--- config.mk ---
export PLATFORM = sky130hd
export DESIGN_NAME = qspi_psram_ctrl_flat
export DESIGN_NICKNAME = d
export VERILOG_FILES = /design/src/rtl/qspi_psram_ctrl_if.sv /design/src/rtl/qspi_psram_ctrl.sv /design/src/flat_wrapper.sv
export SDC_FILE = /design/constraint.sdc
export NUM_CORES = 1
export LEC_CHECK = 0
export CELL_PAD_IN_SITES_DETAIL_PLACEMENT = 1
export CELL_PAD_IN_SITES_GLOBAL_PLACEMENT = 2
export CORE_MARGIN = 1
export CORE_UTILIZATION = 25
export CTS_CLUSTER_DIAMETER = 100
export DETAILED_ROUTE_END_ITERATION = 12
export GPL_ROUTABILITY_DRIVEN = 0
export GPL_TIMING_DRIVEN = 0
export HOLD_SLACK_MARGIN = 0.03
export PLACE_DENSITY = 0.64
export SYNTH_ARGS = -nofsm -noshare
export SYNTH_HDL_FRONTEND = slang
export SYNTH_SLANG_ARGS = --single-unit
--- constraint.sdc ---
create_clock -name clk_i -period 4.3 [get_ports clk_i]
set_clock_uncertainty 0.15 [all_clocks]
set_input_delay 1.29 -clock clk_i [delete_from_list [all_inputs] [get_ports clk_i]]
set_output_delay 1.29 -clock clk_i [all_outputs]
set_load 0.005 [all_outputs]
--- src/rtl/qspi_psram_ctrl_if.sv ---
// Host-side request/response bundle for the QSPI PSRAM controller.
// Latency: none, wires only.
// Backpressure: host holds req_i until ack_o; ready_o shows the controller is idle.
// Ports: req_i/we_i/adr_i/size_i/wdat_i (host -> ctrl), rdat_o/ack_o/ready_o (ctrl -> host).
interface qspi_psram_ctrl_if;
   logic        req_i;
   logic        we_i;
   logic [23:0] adr_i;
   logic [1:0]  size_i;
   logic [31:0] wdat_i;
   logic [31:0] rdat_o;
   logic        ack_o;
   logic        ready_o;

   modport master (
      output req_i, we_i, adr_i, size_i, wdat_i,
      input  rdat_o, ack_o, ready_o
   );

   modport slave (
      input  req_i, we_i, adr_i, size_i, wdat_i,
      output rdat_o, ack_o, ready_o
   );
endinterface

--- src/rtl/qspi_psram_ctrl.sv ---
// QSPI PSRAM controller: quad-mode unlock after reset, then 1-4 byte reads (EB) / writes (38).
// Latency: accept -> ack_o is 2*(8+6+DUMMY_CYCLES+2N) clk for reads, 2*(8+6+2N) for writes.
// Backpressure: a request is only taken in IDLE; req_i held elsewhere simply waits.
// Ports: clk_i/rst_in, host bus (slave modport), sck_o/cs_no/io_o/io_oe_o out, io_i in.
module qspi_psram_ctrl #(
   parameter int DUMMY_CYCLES = 6
) (
   input  logic                    clk_i,
   input  logic                    rst_in,
   qspi_psram_ctrl_if.slave        bus,
   output logic                    sck_o,
   output logic                    cs_no,
   output logic [3:0]              io_o,
   output logic [3:0]              io_oe_o,
   input  logic [3:0]              io_i
);
   localparam logic [3:0] ST_UNLOCK       = 4'd0;
   localparam logic [3:0] ST_UNLOCK_DESEL = 4'd1;
   localparam logic [3:0] ST_IDLE         = 4'd2;
   localparam logic [3:0] ST_CMD          = 4'd3;
   localparam logic [3:0] ST_ADR          = 4'd4;
   localparam logic [3:0] ST_DUMMY        = 4'd5;
   localparam logic [3:0] ST_WDATA        = 4'd6;
   localparam logic [3:0] ST_RDATA        = 4'd7;
   localparam logic [3:0] ST_DESEL        = 4'd8;

   localparam logic [7:0] UNLOCK_CMD = 8'h35;
   localparam logic [7:0] DUMMY_LAST = 8'((DUMMY_CYCLES > 0) ? DUMMY_CYCLES - 1 : 0);

   logic [3:0]  state_q, state_d;
   logic [7:0]  cnt_q, cnt_d;      // sck cycle index within the current state
   logic        start_q, start_d;  // first edge after reset launches the unlock
   logic        sck_q, sck_d;
   logic        cs_n_q, cs_n_d;
   logic [3:0]  io_q, io_d;
   logic [3:0]  oe_q, oe_d;
   logic        ack_q, ack_d;
   logic        we_q, we_d;
   logic [23:0] adr_q, adr_d;
   logic [31:0] wdat_q, wdat_d;
   logic [2:0]  nlast_q, nlast_d;  // index of the last data nibble (2N-1)
   logic [31:0] rbuf_q, rbuf_d;    // read assembly, copied to rdat only at completion
   logic [31:0] rdat_q, rdat_d;

   logic        new_cyc;           // this edge starts a new sck cycle (sck low half)
   logic [7:0]  cmd_byte;
   logic [23:0] adr_sh;
   logic [31:0] wdat_sh;

   always_comb begin
      state_d  = state_q;
      cnt_d    = cnt_q;
      start_d  = start_q;
      sck_d    = sck_q;
      cs_n_d   = cs_n_q;
      io_d     = io_q;
      oe_d     = oe_q;
      ack_d    = 1'b0;
      we_d     = we_q;
      adr_d    = adr_q;
      wdat_d   = wdat_q;
      nlast_d  = nlast_q;
      rbuf_d   = rbuf_q;
      rdat_d   = rdat_q;
      new_cyc  = 1'b0;
      cmd_byte = 8'h00;
      adr_sh   = 24'h0;
      wdat_sh  = 32'h0;

      if (start_q) begin
         start_d = 1'b0;
         new_cyc = 1'b1;
      end else if (state_q == ST_IDLE) begin
         if (bus.req_i) begin
            we_d    = bus.we_i;
            adr_d   = bus.adr_i;
            wdat_d  = bus.wdat_i;
            nlast_d = (bus.size_i == 2'd0) ? 3'd1 : (bus.size_i == 2'd1) ? 3'd3 : 3'd7;
            rbuf_d  = 32'h0;
            state_d = ST_CMD;
            cnt_d   = 8'd0;
            new_cyc = 1'b1;
         end
      end else if (!sck_q) begin
         // rising sck edge: the device data has been stable for a full clk
         sck_d = 1'b1;
         if (state_q == ST_RDATA) begin
            rbuf_d[{cnt_q[2:1], ~cnt_q[0], 2'b00} +: 4] = io_i;
         end
      end else begin
         sck_d = 1'b0;
         new_cyc = 1'b1;
         cnt_d = cnt_q + 8'd1;
         case (state_q)
            ST_UNLOCK:       if (cnt_q == 8'd7) begin state_d = ST_UNLOCK_DESEL; cnt_d = 8'd0; end
            ST_UNLOCK_DESEL: if (cnt_q == 8'd1) begin state_d = ST_IDLE; cnt_d = 8'd0; end
            ST_CMD:          if (cnt_q == 8'd7) begin state_d = ST_ADR; cnt_d = 8'd0; end
            ST_ADR: begin
               if (cnt_q == 8'd5) begin
                  cnt_d = 8'd0;
                  if (we_q)                   state_d = ST_WDATA;
                  else if (DUMMY_CYCLES == 0) state_d = ST_RDATA;
                  else                        state_d = ST_DUMMY;
               end
            end
            ST_DUMMY:        if (cnt_q == DUMMY_LAST) begin state_d = ST_RDATA; cnt_d = 8'd0; end
            ST_WDATA, ST_RDATA: begin
               if (cnt_q == {5'd0, nlast_q}) begin
                  state_d = ST_DESEL;
                  cnt_d   = 8'd0;
                  ack_d   = 1'b1;
                  if (state_q == ST_RDATA) rdat_d = rbuf_q;
               end
            end
            ST_DESEL:        if (cnt_q == 8'd1) begin state_d = ST_IDLE; cnt_d = 8'd0; end
            default: begin
               state_d = ST_IDLE;
               cnt_d   = 8'd0;
            end
         endcase
      end

      // Pin values for the sck cycle that begins on this edge.
      if (new_cyc) begin
         sck_d  = 1'b0;
         cs_n_d = 1'b1;
         io_d   = 4'h0;
         oe_d   = 4'h0;
         cmd_byte = we_d ? 8'h38 : 8'hEB;
         adr_sh   = adr_d >> (5'd20 - {cnt_d[2:0], 2'b00});
         wdat_sh  = wdat_d >> {cnt_d[2:1], ~cnt_d[0], 2'b00};
         case (state_d)
            ST_UNLOCK: begin
               cs_n_d = 1'b0;
               oe_d   = 4'b0001;
               io_d   = {3'b000, UNLOCK_CMD[3'd7 - cnt_d[2:0]]};
            end
            ST_CMD: begin
               cs_n_d = 1'b0;
               oe_d   = 4'b0001;
               io_d   = {3'b000, cmd_byte[3'd7 - cnt_d[2:0]]};
            end
            ST_ADR: begin
               cs_n_d = 1'b0;
               oe_d   = 4'hF;
               io_d   = adr_sh[3:0];
            end
            ST_WDATA: begin
               cs_n_d = 1'b0;
               oe_d   = 4'hF;
               io_d   = wdat_sh[3:0];
            end
            ST_DUMMY, ST_RDATA: cs_n_d = 1'b0;
            default: cs_n_d = 1'b1;
         endcase
      end
   end

   always_ff @(posedge clk_i or negedge rst_in) begin
      if (!rst_in) begin
         state_q <= ST_UNLOCK;
         cnt_q   <= 8'd0;
         start_q <= 1'b1;
         sck_q   <= 1'b0;
         cs_n_q  <= 1'b1;
         io_q    <= 4'h0;
         oe_q    <= 4'h0;
         ack_q   <= 1'b0;
         we_q    <= 1'b0;
         adr_q   <= 24'h0;
         wdat_q  <= 32'h0;
         nlast_q <= 3'd0;
         rbuf_q  <= 32'h0;
         rdat_q  <= 32'h0;
      end else begin
         state_q <= state_d;
         cnt_q   <= cnt_d;
         start_q <= start_d;
         sck_q   <= sck_d;
         cs_n_q  <= cs_n_d;
         io_q    <= io_d;
         oe_q    <= oe_d;
         ack_q   <= ack_d;
         we_q    <= we_d;
         adr_q   <= adr_d;
         wdat_q  <= wdat_d;
         nlast_q <= nlast_d;
         rbuf_q  <= rbuf_d;
         rdat_q  <= rdat_d;
      end
   end

   assign sck_o       = sck_q;
   assign cs_no       = cs_n_q;
   assign io_o        = io_q;
   assign io_oe_o     = oe_q;
   assign bus.ack_o   = ack_q;
   assign bus.rdat_o  = rdat_q;
   assign bus.ready_o = (state_q == ST_IDLE);
endmodule
--- src/flat_wrapper.sv ---
// flat-port wrapper written by rule: the top's interface ports become plain ports
module qspi_psram_ctrl_flat 
#(
   parameter int DUMMY_CYCLES = 6
)
  (clk_i, rst_in, sck_o, cs_no, io_o, io_oe_o, io_i, bus_req_i, bus_we_i, bus_adr_i, bus_size_i, bus_wdat_i, bus_rdat_o, bus_ack_o, bus_ready_o);
  qspi_psram_ctrl_if bus_i ();
  input  logic clk_i;
  input  logic rst_in;
  output logic sck_o;
  output logic cs_no;
  output logic [3:0] io_o;
  output logic [3:0] io_oe_o;
  input  logic [3:0] io_i;
  input wire logic [$bits(bus_i.req_i)-1:0] bus_req_i;
  input wire logic [$bits(bus_i.we_i)-1:0] bus_we_i;
  input wire logic [$bits(bus_i.adr_i)-1:0] bus_adr_i;
  input wire logic [$bits(bus_i.size_i)-1:0] bus_size_i;
  input wire logic [$bits(bus_i.wdat_i)-1:0] bus_wdat_i;
  output wire logic [$bits(bus_i.rdat_o)-1:0] bus_rdat_o;
  output wire logic [$bits(bus_i.ack_o)-1:0] bus_ack_o;
  output wire logic [$bits(bus_i.ready_o)-1:0] bus_ready_o;
  assign bus_i.req_i = bus_req_i;
  assign bus_i.we_i = bus_we_i;
  assign bus_i.adr_i = bus_adr_i;
  assign bus_i.size_i = bus_size_i;
  assign bus_i.wdat_i = bus_wdat_i;
  assign bus_rdat_o = bus_i.rdat_o;
  assign bus_ack_o = bus_i.ack_o;
  assign bus_ready_o = bus_i.ready_o;
  qspi_psram_ctrl #(.DUMMY_CYCLES(DUMMY_CYCLES)) u_core (.clk_i(clk_i), .rst_in(rst_in), .bus(bus_i), .sck_o(sck_o), .cs_no(cs_no), .io_o(io_o), .io_oe_o(io_oe_o), .io_i(io_i));
endmodule
==> run_results.csv <==
group,metric,value,unit
detailed_routing,first_iter_violations,251,
detailed_routing,drt_wl_total,19800,um
floorplanning,die_y,169,um
sta,fmax,0.265,GHz
power,sw_frac_of_total,34.8,%
run_status,outcome,"finished clean",
sta,timing.final.max_slew_violations,0,
clock_network,clk_root_buffer_cell,"clkbuf_16",
floorplanning,die_x,169,um
place,place_ws,0.0579,ns
place,hpwl_after_dpl,14900,um
critical_path,critical_path.startpoint_type,"flip-flop",
sta,whs,0.338,ns
clock_network,numCtsBuffers,17,
sta,timing_hold_violations_final,0,
power,share_comb_of_total_power,34.4,%
place,placed_cell_area,8490,sq um
yosys,synthCells,574,
detailed_routing,detailroute.via_count,5063,
power,power-per-cell-area,553,nW/um^2
finish,drive_above_1_share,22.8,%
critical_path,category_of_the_worst_setup_path_capture_point,"flip-flop",
power,power.leakage,3.89,nW
grt,grt_antenna_before_repair,1,
clock_network,ctsHtreeMaxLevel,4,
critical_path,cpPeakStageDelay,0.65,ns
critical_path,worst-endpoint-arrival,3.99,ns
detailed_routing,drt_drc_violations_left,0,
grt,wire_length_of_the_first_global_routing_pass,32400,um
critical_path,crit_path_cell_trace,"clkbuf_1, inv_1, ha_1, or4b_2, nor2_1, o21ai_0, a221o_1, nor3b_2, nand2_1, nor3_1, a221o_1",
clock_network,tritoncts_num_sinks,146,
yosys,synth-main-ff-cell,"dfrtp_1",
yosys,synthesis.area,6930,sq um
power,seqPwrFrac,37.4,%
yosys,ys_async_sr_fraction,100,%
floorplanning,design.core.area,27100,sq um
yosys,synth_cell_type_count,71,
sta,fin_ws,0.525,ns
sta,finalSetupViolCount,0,
yosys,postSynthRegisterBits,146,
clock_network,post_cts.repair.setup_buffers,0,
finish,layout.nets,772,
finish,antenna-diode-count,0,
finish,nFillCells,2965,
clock_network,tritoncts,"built",
sta,tns,0,ns
power,finalPower,4.99,mW
clock_network,post_cts_resized,0,
critical_path,crit_path_max_fanout,9,
finish,postLayoutCoreUtil,33.3,%
grt,groute.usage.overall,14.8,%
power,vdd_drop_max,207,uV
sta,worst_slew_pin_slew,0.707,ns
floorplanning,core.rowCount,60,
floorplanning,io-pin-count,110,
yosys,synth_enable_flop_cells,0,
critical_path,timing.critical_path.required,4.51,ns
detailed_routing,drt.antenna.violating_nets,0,
hold_path,holdCritPathClass,"reg -> reg",
detailed_routing,routedWlPerCell,18.3,um
place,numPlacedInstances,1053,
power,share_clk_of_total_power,28.2,%
sta,layout_worst_path_cycle_share,87.8,%
floorplanning,fp.dieArea,28400,sq um
critical_path,worst_path_slowest_cell,"or4b_2",
yosys,sequential_share_of_the_synthesized_area,52.8,%
yosys,synthesis.yosys.warnings,0,
yosys,syn_avg_cell_area,12.1,sq um
power,total_switching_power,1.74,mW
clock_network,hold_buffers_post_cts,0,
clock_network,clk_transition_reported_paths,0.07,ns
sta,period_needed,3.78,ns
grt,grt_pass1_vias,5659,
floorplanning,initial_utilization,25.6,%
clock_network,clock_insertion_delay_worst_skew,0.43,ns
sta,grt_setup_unrepaired,"false",
finish,finalNonFillerCells,1084,
grt,maximum_number_of_pins_on_one_net_before_global_route_repair,102,
finish,relative_area_change_from_synthesis_to_final_layout,30.3,%
critical_path,critical_path.most_common_cell,"a221o_1",
detailed_routing,drtPass1Iterations,4,
finish,multi_input_comb_area,3050,sq um
sta,worst_slew_margin,52.7,%
clock_network,cts-root-to-sink-buffers,2,
grt,globalRouteOverflowTotal,0,
detailed_routing,post_drt_via_cell_ratio,4.67,
yosys,syn-num-nets,646,
finish,regArea,3660,sq um
critical_path,critPathKind,"reg -> reg",
place,numPortBuffers,106,
finish,final_design_area_no_fill,9030,sq um
power,intPower,3.26,mW
flow_run,number_of_maximum_capacitance_violations,0,
-- worst max-delay path: cells and delay by family (launching register included) --
kind	cells	cell delay, ns
compound gates	3	0.78
flops	1	0.42
simple gates	5	1.61
buf+inv	2	0.45
fa+ha+maj	1	0.32
-- flip-flops by register name, summed over array words and instances, names as in the netlist, 2 cells and up --
signal,flops
u_core.cnt_q,8
u_core.io_oe_o,2
u_core.bus.rdat_o,32
u_core.wdat_q,32
u_core.nlast_q,3
u_core.adr_q,24
u_core.rbuf_q,32
u_core.state_q,4
u_core.io_o,4
-- final timing paths --
path	start	endpoint	slack (ns)	cells after the start
max	u_core.cnt_q[1]	u_core.io_o[1]	0.52	11
min	u_core.io_oe_o[0]	u_core.io_oe_o[0]	0.34	2
max reg2reg	u_core.cnt_q[1]	u_core.io_o[1]	0.52	11
min reg2reg	u_core.io_oe_o[0]	u_core.io_oe_o[0]	0.34	2
max in group asynchronous	rst_in	u_core.cnt_q[1]	2.49	2
min in group asynchronous	rst_in	u_core.bus.rdat_o[0]	0.63	1
-- cells in the final DEF (no fill, tap or decap), drive strengths merged, types with 6 or more instances in the layout --
| cell | n |
|---|---|
| dfrtp | 144 |
| clkdlybuf4s50 | 105 |
| mux2 | 94 |
| nand2 | 48 |
| a22o | 30 |
| nor2 | 29 |
| mux2i | 27 |
| clkbuf | 27 |
| buf | 22 |
| inv | 20 |
| o21ai | 19 |
| xor2 | 9 |
| and3 | 9 |
| nor3 | 8 |
| nand3 | 8 |
| nand4 | 6 |
| a21oi | 6 |
| ha | 6 |
-- Yosys cell counts, types with 5 or more instances --
library cell,count,area share [%]
a21oi_1,6,0.43
a22o_1,29,3.7
and2_1,5,0.45
and3_1,9,0.81
buf_2,9,0.65
buf_4,5,0.54
clkbuf_1,10,0.54
dfrtp_1,144,52
ha_1,6,1.1
inv_1,9,0.49
mux2_2,93,15
mux2i_1,27,3.9
nand2_1,48,2.6
nand2b_1,5,0.45
nand3_1,8,0.58
nand4_1,6,0.54
nor2_1,27,1.5
nor2b_1,5,0.45
nor3_1,8,0.58
o21ai_0,13,0.94
o21ai_1,6,0.43
or3_1,5,0.45
xor2_1,9,1.1
-- power by group through the flow --
stage	logic (mW)	registers [mW]	clock network, mW
after floorplan	1.21	1.84	0
after global placement	1.69	1.89	0
after detailed placement	1.73	1.90	0
after CTS	1.74	1.88	1.45
after global routing	1.89	1.92	1.50
final	1.72	1.87	1.41
-- cell type report --
cell class,instances,area share [%]
plain buffers,30,1.83
clock buffers,17,4.71
clock inverters,14,1.36
inverters,13,0.651
multi-input cells,385,33.8
flip-flops and latches,146,40.5
well taps,372,5.15
repair buffers,107,12.1
-- routing by layer --
layer | track usage, % | routed length, um
met2 | 25.3 | 9880
met1 | 18.3 | 8770
met4 | 4.07 | 187
met5 | 0 | 10
met3 | 3.83 | 997
-- kinds of logic (layout without fill, tap and decap cells) --
| kind of cell | after synthesis | count (layout) | share of synthesized area [%] |
|---|---|---|---|
| AOI/OAI and AO/OA | 99 | 99 | 11.4 |
| xor gates and xnor gates | 12 | 12 | 1.52 |
| adders and majority gates | 6 | 6 | 1.08 |
| buffers and inverters | 43 | 181 | 3.23 |
| DFF | 146 | 146 | 52.8 |
| muxes | 121 | 121 | 19.2 |
| other | 1 | 1 | 0.0541 |
| and+or+nand+nor | 146 | 146 | 10.7 |
No activity file was read; power rests on OpenSTA's default activity.
